<file path="src/rtl/dma_in.sv">
// Read-direction DMA: fetches DATA_LENGTH words from SDRAM (Wishbone master) and streams them out.
// Define DMA_IN_PREFETCH_EN for a FIFO_DEPTH-word prefetch FIFO; otherwise a single holding register.
module dma_in #(
    parameter int FIFO_DEPTH = 4,
    parameter int ADDR_W     = 32
) (
    input  logic        clk,
    input  logic        rst,
    input  logic        s_wbs_stb_i,
    input  logic        s_wbs_cyc_i,
    input  logic        s_wbs_we_i,
    input  logic [3:0]  s_wbs_sel_i,
    input  logic [31:0] s_wbs_adr_i,
    input  logic [31:0] s_wbs_dat_i,
    output logic        s_wbs_ack_o,
    output logic [31:0] s_wbs_dat_o,
    output logic        m_wbs_stb_o,
    output logic        m_wbs_cyc_o,
    output logic        m_wbs_we_o,
    output logic [3:0]  m_wbs_sel_o,
    output logic [31:0] m_wbs_adr_o,
    output logic [31:0] m_wbs_dat_o,
    input  logic        m_wbs_ack_i,
    input  logic [31:0] m_wbs_dat_i,
    output logic        sm_tvalid,
    output logic        sm_tlast,
    output logic [31:0] sm_tdata,
    input  logic        sm_tready
);
`ifdef DMA_IN_PREFETCH_EN
    localparam int CAP = FIFO_DEPTH;
`else
    localparam int CAP = 1;
`endif
    localparam int CW = $clog2(CAP + 1);

    typedef enum logic [1:0] {S_IDLE, S_FETCH, S_DRAIN, S_DONE} state_t;

    state_t            state_q, state_d;
    logic              s_ack_q, s_ack_d;
    logic [31:0]       s_dat_q, s_dat_d;
    logic              start_q, start_d;
    logic              done_q, done_d;
    logic [ADDR_W-1:0] base_q, base_d;
    logic [ADDR_W-1:0] len_q, len_d;
    logic              cyc_q, cyc_d;
    logic [ADDR_W-1:0] adr_q, adr_d;
    logic [ADDR_W-1:0] nxt_q, nxt_d;
    logic [ADDR_W-1:0] iss_q, iss_d;
    logic [ADDR_W-1:0] snt_q, snt_d;
    logic [CW-1:0]     occ_q, occ_d;

    logic        s_req, busy, push, beat, issue;
    logic [7:0]  off;
    logic [31:0] head;
    logic        unused_ok;

    assign unused_ok = ^{s_wbs_sel_i, s_wbs_adr_i[31:8], 32'(FIFO_DEPTH)};

    assign s_req = s_wbs_stb_i & s_wbs_cyc_i & ~s_ack_q;
    assign off   = s_wbs_adr_i[7:0];
    // A latched start counts as busy so config cannot change under the FSM.
    assign busy  = (state_q != S_IDLE) | start_q;
    assign push  = cyc_q & m_wbs_ack_i;
    assign beat  = sm_tvalid & sm_tready;
    // Wishbone classic: at most one read in flight, so cyc_q is the outstanding count.
    assign issue = (state_q == S_FETCH) & ~cyc_q & (iss_q != len_q) & (occ_q < CW'(CAP));

    always_comb begin
        state_d = state_q;
        s_ack_d = s_req;
        s_dat_d = '0;
        start_d = start_q;
        done_d  = done_q;
        base_d  = base_q;
        len_d   = len_q;
        cyc_d   = cyc_q;
        adr_d   = adr_q;
        nxt_d   = nxt_q;
        iss_d   = iss_q;
        snt_d   = snt_q;
        occ_d   = occ_q + CW'(push) - CW'(beat);

        if (s_req) begin
            if (s_wbs_we_i) begin
                unique case (off)
                    8'h00: if (s_wbs_dat_i[0] && !busy) begin
                        start_d = 1'b1;
                        done_d  = 1'b0;
                    end
                    8'h10: if (!busy) base_d = ADDR_W'(s_wbs_dat_i);
                    8'h20: if (!busy) len_d = ADDR_W'(s_wbs_dat_i);
                    default: ;
                endcase
            end else begin
                unique case (off)
                    8'h00: begin
                        s_dat_d = {29'd0, ~busy, done_q, 1'b0};
                        done_d  = 1'b0;
                    end
                    8'h10: s_dat_d = 32'(base_q);
                    8'h20: s_dat_d = 32'(len_q);
                    default: s_dat_d = '0;
                endcase
            end
        end

        if (push) cyc_d = 1'b0;
        if (beat) snt_d = snt_q + ADDR_W'(1);

        unique case (state_q)
            S_IDLE: if (start_q) begin
                start_d = 1'b0;
                iss_d   = '0;
                snt_d   = '0;
                nxt_d   = base_q;
                state_d = (len_q == '0) ? S_DONE : S_FETCH;
            end
            S_FETCH: begin
                if (issue) begin
                    cyc_d = 1'b1;
                    adr_d = nxt_q;
                    nxt_d = nxt_q + ADDR_W'(4);
                    iss_d = iss_q + ADDR_W'(1);
                end
                if (iss_q == len_q && !cyc_q) state_d = S_DRAIN;
            end
            S_DRAIN: if (snt_q == len_q) state_d = S_DONE;
            S_DONE: begin
                done_d  = 1'b1;
                state_d = S_IDLE;
            end
            default: state_d = S_IDLE;
        endcase
    end

    always_ff @(posedge clk or negedge rst) begin
        if (!rst) begin
            state_q <= S_IDLE;
            s_ack_q <= 1'b0;
            s_dat_q <= '0;
            start_q <= 1'b0;
            done_q  <= 1'b0;
            base_q  <= '0;
            len_q   <= '0;
            cyc_q   <= 1'b0;
            adr_q   <= '0;
            nxt_q   <= '0;
            iss_q   <= '0;
            snt_q   <= '0;
            occ_q   <= '0;
        end else begin
            state_q <= state_d;
            s_ack_q <= s_ack_d;
            s_dat_q <= s_dat_d;
            start_q <= start_d;
            done_q  <= done_d;
            base_q  <= base_d;
            len_q   <= len_d;
            cyc_q   <= cyc_d;
            adr_q   <= adr_d;
            nxt_q   <= nxt_d;
            iss_q   <= iss_d;
            snt_q   <= snt_d;
            occ_q   <= occ_d;
        end
    end

`ifdef DMA_IN_PREFETCH_EN
    localparam int PW = $clog2(FIFO_DEPTH);
    logic [31:0]   mem_q [FIFO_DEPTH];
    logic [PW-1:0] wp_q, wp_d, rp_q, rp_d;

    always_comb begin
        wp_d = wp_q + PW'(push);
        rp_d = rp_q + PW'(beat);
    end

    always_ff @(posedge clk or negedge rst) begin
        if (!rst) begin
            mem_q <= '{default: '0};
            wp_q  <= '0;
            rp_q  <= '0;
        end else begin
            if (push) mem_q[wp_q] <= m_wbs_dat_i;
            wp_q <= wp_d;
            rp_q <= rp_d;
        end
    end

    assign head = mem_q[rp_q];
`else
    logic [31:0] hold_q, hold_d;

    always_comb hold_d = push ? m_wbs_dat_i : hold_q;

    always_ff @(posedge clk or negedge rst) begin
        if (!rst) hold_q <= '0;
        else      hold_q <= hold_d;
    end

    assign head = hold_q;
`endif

    assign s_wbs_ack_o = s_ack_q;
    assign s_wbs_dat_o = s_dat_q;
    assign m_wbs_stb_o = cyc_q;
    assign m_wbs_cyc_o = cyc_q;
    assign m_wbs_we_o  = 1'b0;
    assign m_wbs_sel_o = 4'hF;
    assign m_wbs_adr_o = 32'(adr_q);
    assign m_wbs_dat_o = '0;
    assign sm_tvalid   = (occ_q != '0);
    assign sm_tdata    = head;
    assign sm_tlast    = sm_tvalid & (snt_q == len_q - ADDR_W'(1));
endmodule

</file>
<file path="config.mk">
export PLATFORM = sky130hd
export DESIGN_NAME = dma_in
export DESIGN_NICKNAME = d
export VERILOG_FILES = /design/src/rtl/dma_in.sv
export SDC_FILE = /design/constraint.sdc
export NUM_CORES = 1
export LEC_CHECK = 0
export BUFFER_PORTS_ARGS = -buffer_cell sky130_fd_sc_hd__buf_2
export CAP_MARGIN = 20
export CELL_PAD_IN_SITES_DETAIL_PLACEMENT = 1
export CELL_PAD_IN_SITES_GLOBAL_PLACEMENT = 1
export CORE_AREA = 2 2 166 290
export DETAILED_ROUTE_END_ITERATION = 8
export DIE_AREA = 0 0 168 292
export GPL_TIMING_DRIVEN = 0
export HOLD_SLACK_MARGIN = 0.15
export PLACE_DENSITY_LB_ADDON = 0.12
export SLEW_MARGIN = 20
export SYNTH_ARGS = -nofsm -noshare
export SYNTH_HDL_FRONTEND = slang
export SYNTH_SLANG_ARGS = --single-unit
</file>
<file path="constraint.sdc">
create_clock -name clk -period 3.65 [get_ports clk]
set_input_delay 0.5475 -clock clk [delete_from_list [all_inputs] [get_ports clk]]
set_output_delay 0.5475 -clock clk [all_outputs]
set_load 0.05 [all_outputs]
</file>
* Yosys cells after proc, flatten, opt, wreduce, memory -nomap -nowiden
Index checks and enable logic that the tools add are counted.
Cells by class: $lt $le $gt $ge 1, mux-type cells 32, reduce and logical (&&, ||, !) cells 17, multiply operators 0, shift-type cells 0, eq/ne operators 14, div/mod/pow operators 0, add/sub/neg operators 6, bitwise operators 12
Operator list (count):
- $mux 32 | 9
- $pmux 32 s2 | 2
- $eq 32x32->1 | 3
- $pmux 32 s3 | 1
- $add 32x1->32 const B | 2
- $add 32x3->32 const B | 1
- $logic_not 32->1 | 1
- $ne 32x32->1 | 1
- $sub 32x1->32 const B | 1
- $mux 1 | 15
- $reduce_and 3->1 | 3
- $and 1x1->1 | 8
- $eq 8x5->1 const B | 1
- $eq 8x6->1 const B | 1
- $logic_not 8->1 | 1
- $mux 2 | 4
- $pmux 2 s4 | 1
- $reduce_and 4->1 | 2
- $reduce_bool 2->1 | 4
- $ne 2x2->1 const B | 3
- $eq 2x2->1 const B | 2
- $ne 3x1->1 const B | 1
- $not 1->1 | 3
- $eq 2x1->1 const B | 1
- 9 further kinds | 11
Word-level totals: ROM bits 0, memory bits (writable) 0, latch bits 0, register bits 263, memories kept 0

* Longest topological paths before layout
depth in word-level cells 10, depth in mapped cells 11, depth with buffers taken out 9

* Worst setup path after synthesis
OpenSTA, ideal clock, no wires.
kind register to output, from register len_q[0], to output port sm_tlast, arrival 3.669 ns, slack -0.567 ns, stages on the path, launching flop included 11, path through dfrtp_1 buf_2 inv_1 ha_1 nor2b_1 nand2_2 or3_2 mux2i_1 mux2i_1 a21oi_1 nor4_1
On the way: longest elaborated chain between the ends 3
Ends and longest elaborated chain:
- from (decl) | line 45 | logic [ADDR_W-1:0] len_q, len_d;
- from (signal assigned) | line 159 | len_q <= len_d;
- $sub 32x1->32 | line 215 | assign sm_tlast = sm_tvalid & (snt_q == len_q - ADDR_W'(1));
- $eq 32x32->1 | line 215
- $and 1x1->1 | line 215
- to (decl) | line 26 | output logic sm_tlast,
Every way passes these cells.

* Worst setup path after layout
from register len_q[6], to output port sm_tlast
Same word-level chain as after synthesis.

==> impl_metrics.toml <==
[global_route]
grt_pass1_wl_um = 81500
grt_max_degree = 92
grt_pass1_vias = 12800
antenna_found_initial = 0
grt.overflow.total = 0
grt_use_total_pct = 22.1

[worst_hold_path]
min_path_type = "primary input to flip-flop"

[sta]
fmax_mhz = 259
setup_ws_ps = -216
hold_viol_final = 0
min_period_ps = 3870
setup_violations = 1
skew_ps = 16.7
grt_setup_unrepaired = "true"
worstMarginPinSlew_ps = 910
period_share_pct = 106
slew_headroom_pct = 39.2
slew_viol_final = 0

[final_layout]
areaGrowthSynthToFinish_pct = 23.5
final_cells = 2283
finalNetCount = 1794
post-route-util_pct = 36.7
n_antenna_cell = 0
most-common-layout-cells = "dfrtp_1 (259), buf_2 (190), nand2_1 (173), nor2_1 (111), mux2_2 (100)"
layout_commonest_cell = "dfrtp_1"
drive_gt1_share_pct = 27.6

[setup_path]
cp_slowest_cell = "dfrtp_1"
path_cells = "buf_8 -> nor4_4 -> nand4b_4 -> buf_6 -> nor4_1 -> xnor2_1 -> nor4_2 -> o2111ai_2 -> nor4_4 -> buf_6"
crit_cells = 10
cp.buffers_inverters = 3
startpoint_type = "flip-flop"
cp-startpoint = "len_q[6]"
rr_worst_depth = 9
crit_path_end = "sm_tlast"
max_stage_delay_ps = 390
r2r_end = "base_q[15]"
cp.arrival_ps = 3320
reg2reg_slack_ps = 220
reg2reg_from = "state_q[0]"
critPathMaxFanout = 4
worstSetupPathType = "flip-flop to output pin"
critPathTopFamily = "simple AND/OR/NAND/NOR gates"
endpoint_kind = "output pin"
critPathRequiredTime_ps = 3100

[clock_tree]
cts.sinks = 263
cts_made_buffers = 29
clk_path_buf_depth = 3
cts_tree = "built"
cts_htree_levels = 1
cts_root_buf = "clkbuf_16"
path_clk_slew_ps = 60
clk_latency_ps = 570

[placed_design]
gp_congestion = 0.899
place_hpwl_um = 42200
dp.cells = 2208
io_buffers = 178
place_ws_ps = -860

[logic_synthesis]
synth_ff_type = "dfrtp_1"
seq_area_frac_synth_pct = 47.5
synth_edf_count = 0
synth-seq-cells = 263
async_flop_share_pct = 100
synthCells = 1404
yosys_warnings = 0
ys_types = 78
syn_avg_cell_area_um2 = 9.87
syn-cell-area_um2 = 13900

[die]
initial_core_util_pct = 29.7
core_region_area_um2 = 46600
dieHeight_um = 292
chipWidth_um = 168
die_area_um2 = 49100
io_pins = 245
rows = 105

[drt]
drt_iter0_markers = 441
vias_per_cell = 5.15
routed-via-count = 11800
drc = 0
wl_um = 54200
wire_per_inst_um = 23.7
ant_nets = 0
drt-pass1-iter-count = 4

[power]
p_per_area_nw_per_um2 = 603
ir_worst_vdd_mv = 0.495
leakagePower_nw = 8.30

[run_status]
violations = "negative setup slack"
status = "complete, but fails checks"

[flow_run]
drv_cap = 0
[sequential cells by signal (all words and copies together) (netlist names)]
signal,cells
m_wbs_cyc_o,1
m_wbs_adr_o,32
iss_q,32
s_wbs_dat_o,32
s_wbs_ack_o,1
nxt_q,32
start_q,1
base_q,32
state_q,2
sm_tdata,32
done_q,1
sm_tvalid,1
snt_q,32
len_q,32
[cells by family after synthesis]
group / synth area share, %
xor+xnor: 7.08
simple gates: 19.4
compound gates: 10.8
flops: 47.5
mux: 8.85
other cells: 0.0542
fa+ha+maj: 0.722
buf+inv: 5.67
[power breakdown]
group | total [mW] | switching [mW] | internal (mW)
combinational | 3.65 | 2.69 | 0.958
sequential | 3.70 | 0.350 | 3.35
clock | 2.97 | 1.25 | 1.72
total | 10.3 | 4.29 | 6.02
[metrics by stage]
step                TNS (ps)  total power [mW]  cell area (um2)  hold WS (ps)
floorplan                  0              6.14            14000           252
global placement     -881550              7.33            15600           455
detailed placement      -860              7.40            15700           365
CTS                     -242              10.5            17100           158
global route            -358              10.8            17100           186
finish                  -216              10.3            17100           184
[synthesized netlist by cell type (23+ instances only)]
library cell    n  share of area (%)
buf_4          40                2.2
dfrtp_1       263                 47
inv_1          28               0.76
mux2_2        100                8.1
a21oi_1        52                1.9
nand3_1        59                2.1
o21ai_0        47                1.7
a22oi_1        35                1.9
nor2_1        112                3.0
nor4_1         36                1.6
nor3_1         23               0.83
xor2_1         71                4.5
xnor2_1        41                2.6
nand2_1       173                4.7
clkbuf_1       49                1.3
[worst min path at each step]
| stage | start | endpoint | slack [ps] | depth (start not counted) |
|---|---|---|---|---|
| after floorplan | rst | base_q[0] | 250 | 0 |
| after global placement | m_wbs_adr_o[13] | m_wbs_adr_o[13] | 460 | 2 |
| after detailed placement | rst | sm_tdata[20] | 360 | 1 |
| after CTS | m_wbs_ack_i | m_wbs_cyc_o | 160 | 2 |
| after global routing | m_wbs_ack_i | m_wbs_cyc_o | 190 | 2 |
| final | m_wbs_ack_i | m_wbs_cyc_o | 180 | 2 |
[cell type report]
cell class,count,area (um2)
repair buffers,210,1220
fillers,5347,29500
clock inverters,9,129
inverters,28,105
flip-flops and latches,263,6590
clock buffers,38,790
multi-input cells,1018,6830
plain buffers,129,723
well taps,588,736
[layer usage]
metal	GRT usage, %	part of all wire, %	vias up
met1	22.4	36	5936
met2	44.0	56	275
met4	10.9	5.4	0
li1	-	-	5439
met5	0	0	-
met3	2.16	2.9	103
[what timing repair did]
item,4_1_cts,5_1_grt
resized for setup,53,2
hold buffers,1,0
setup endpoints to repair,1,1
pin swaps,21,2
cloned,0,0
buffers inserted,28,0
hold endpoints to repair,178,0
Power figures use the tool's default switching activity.
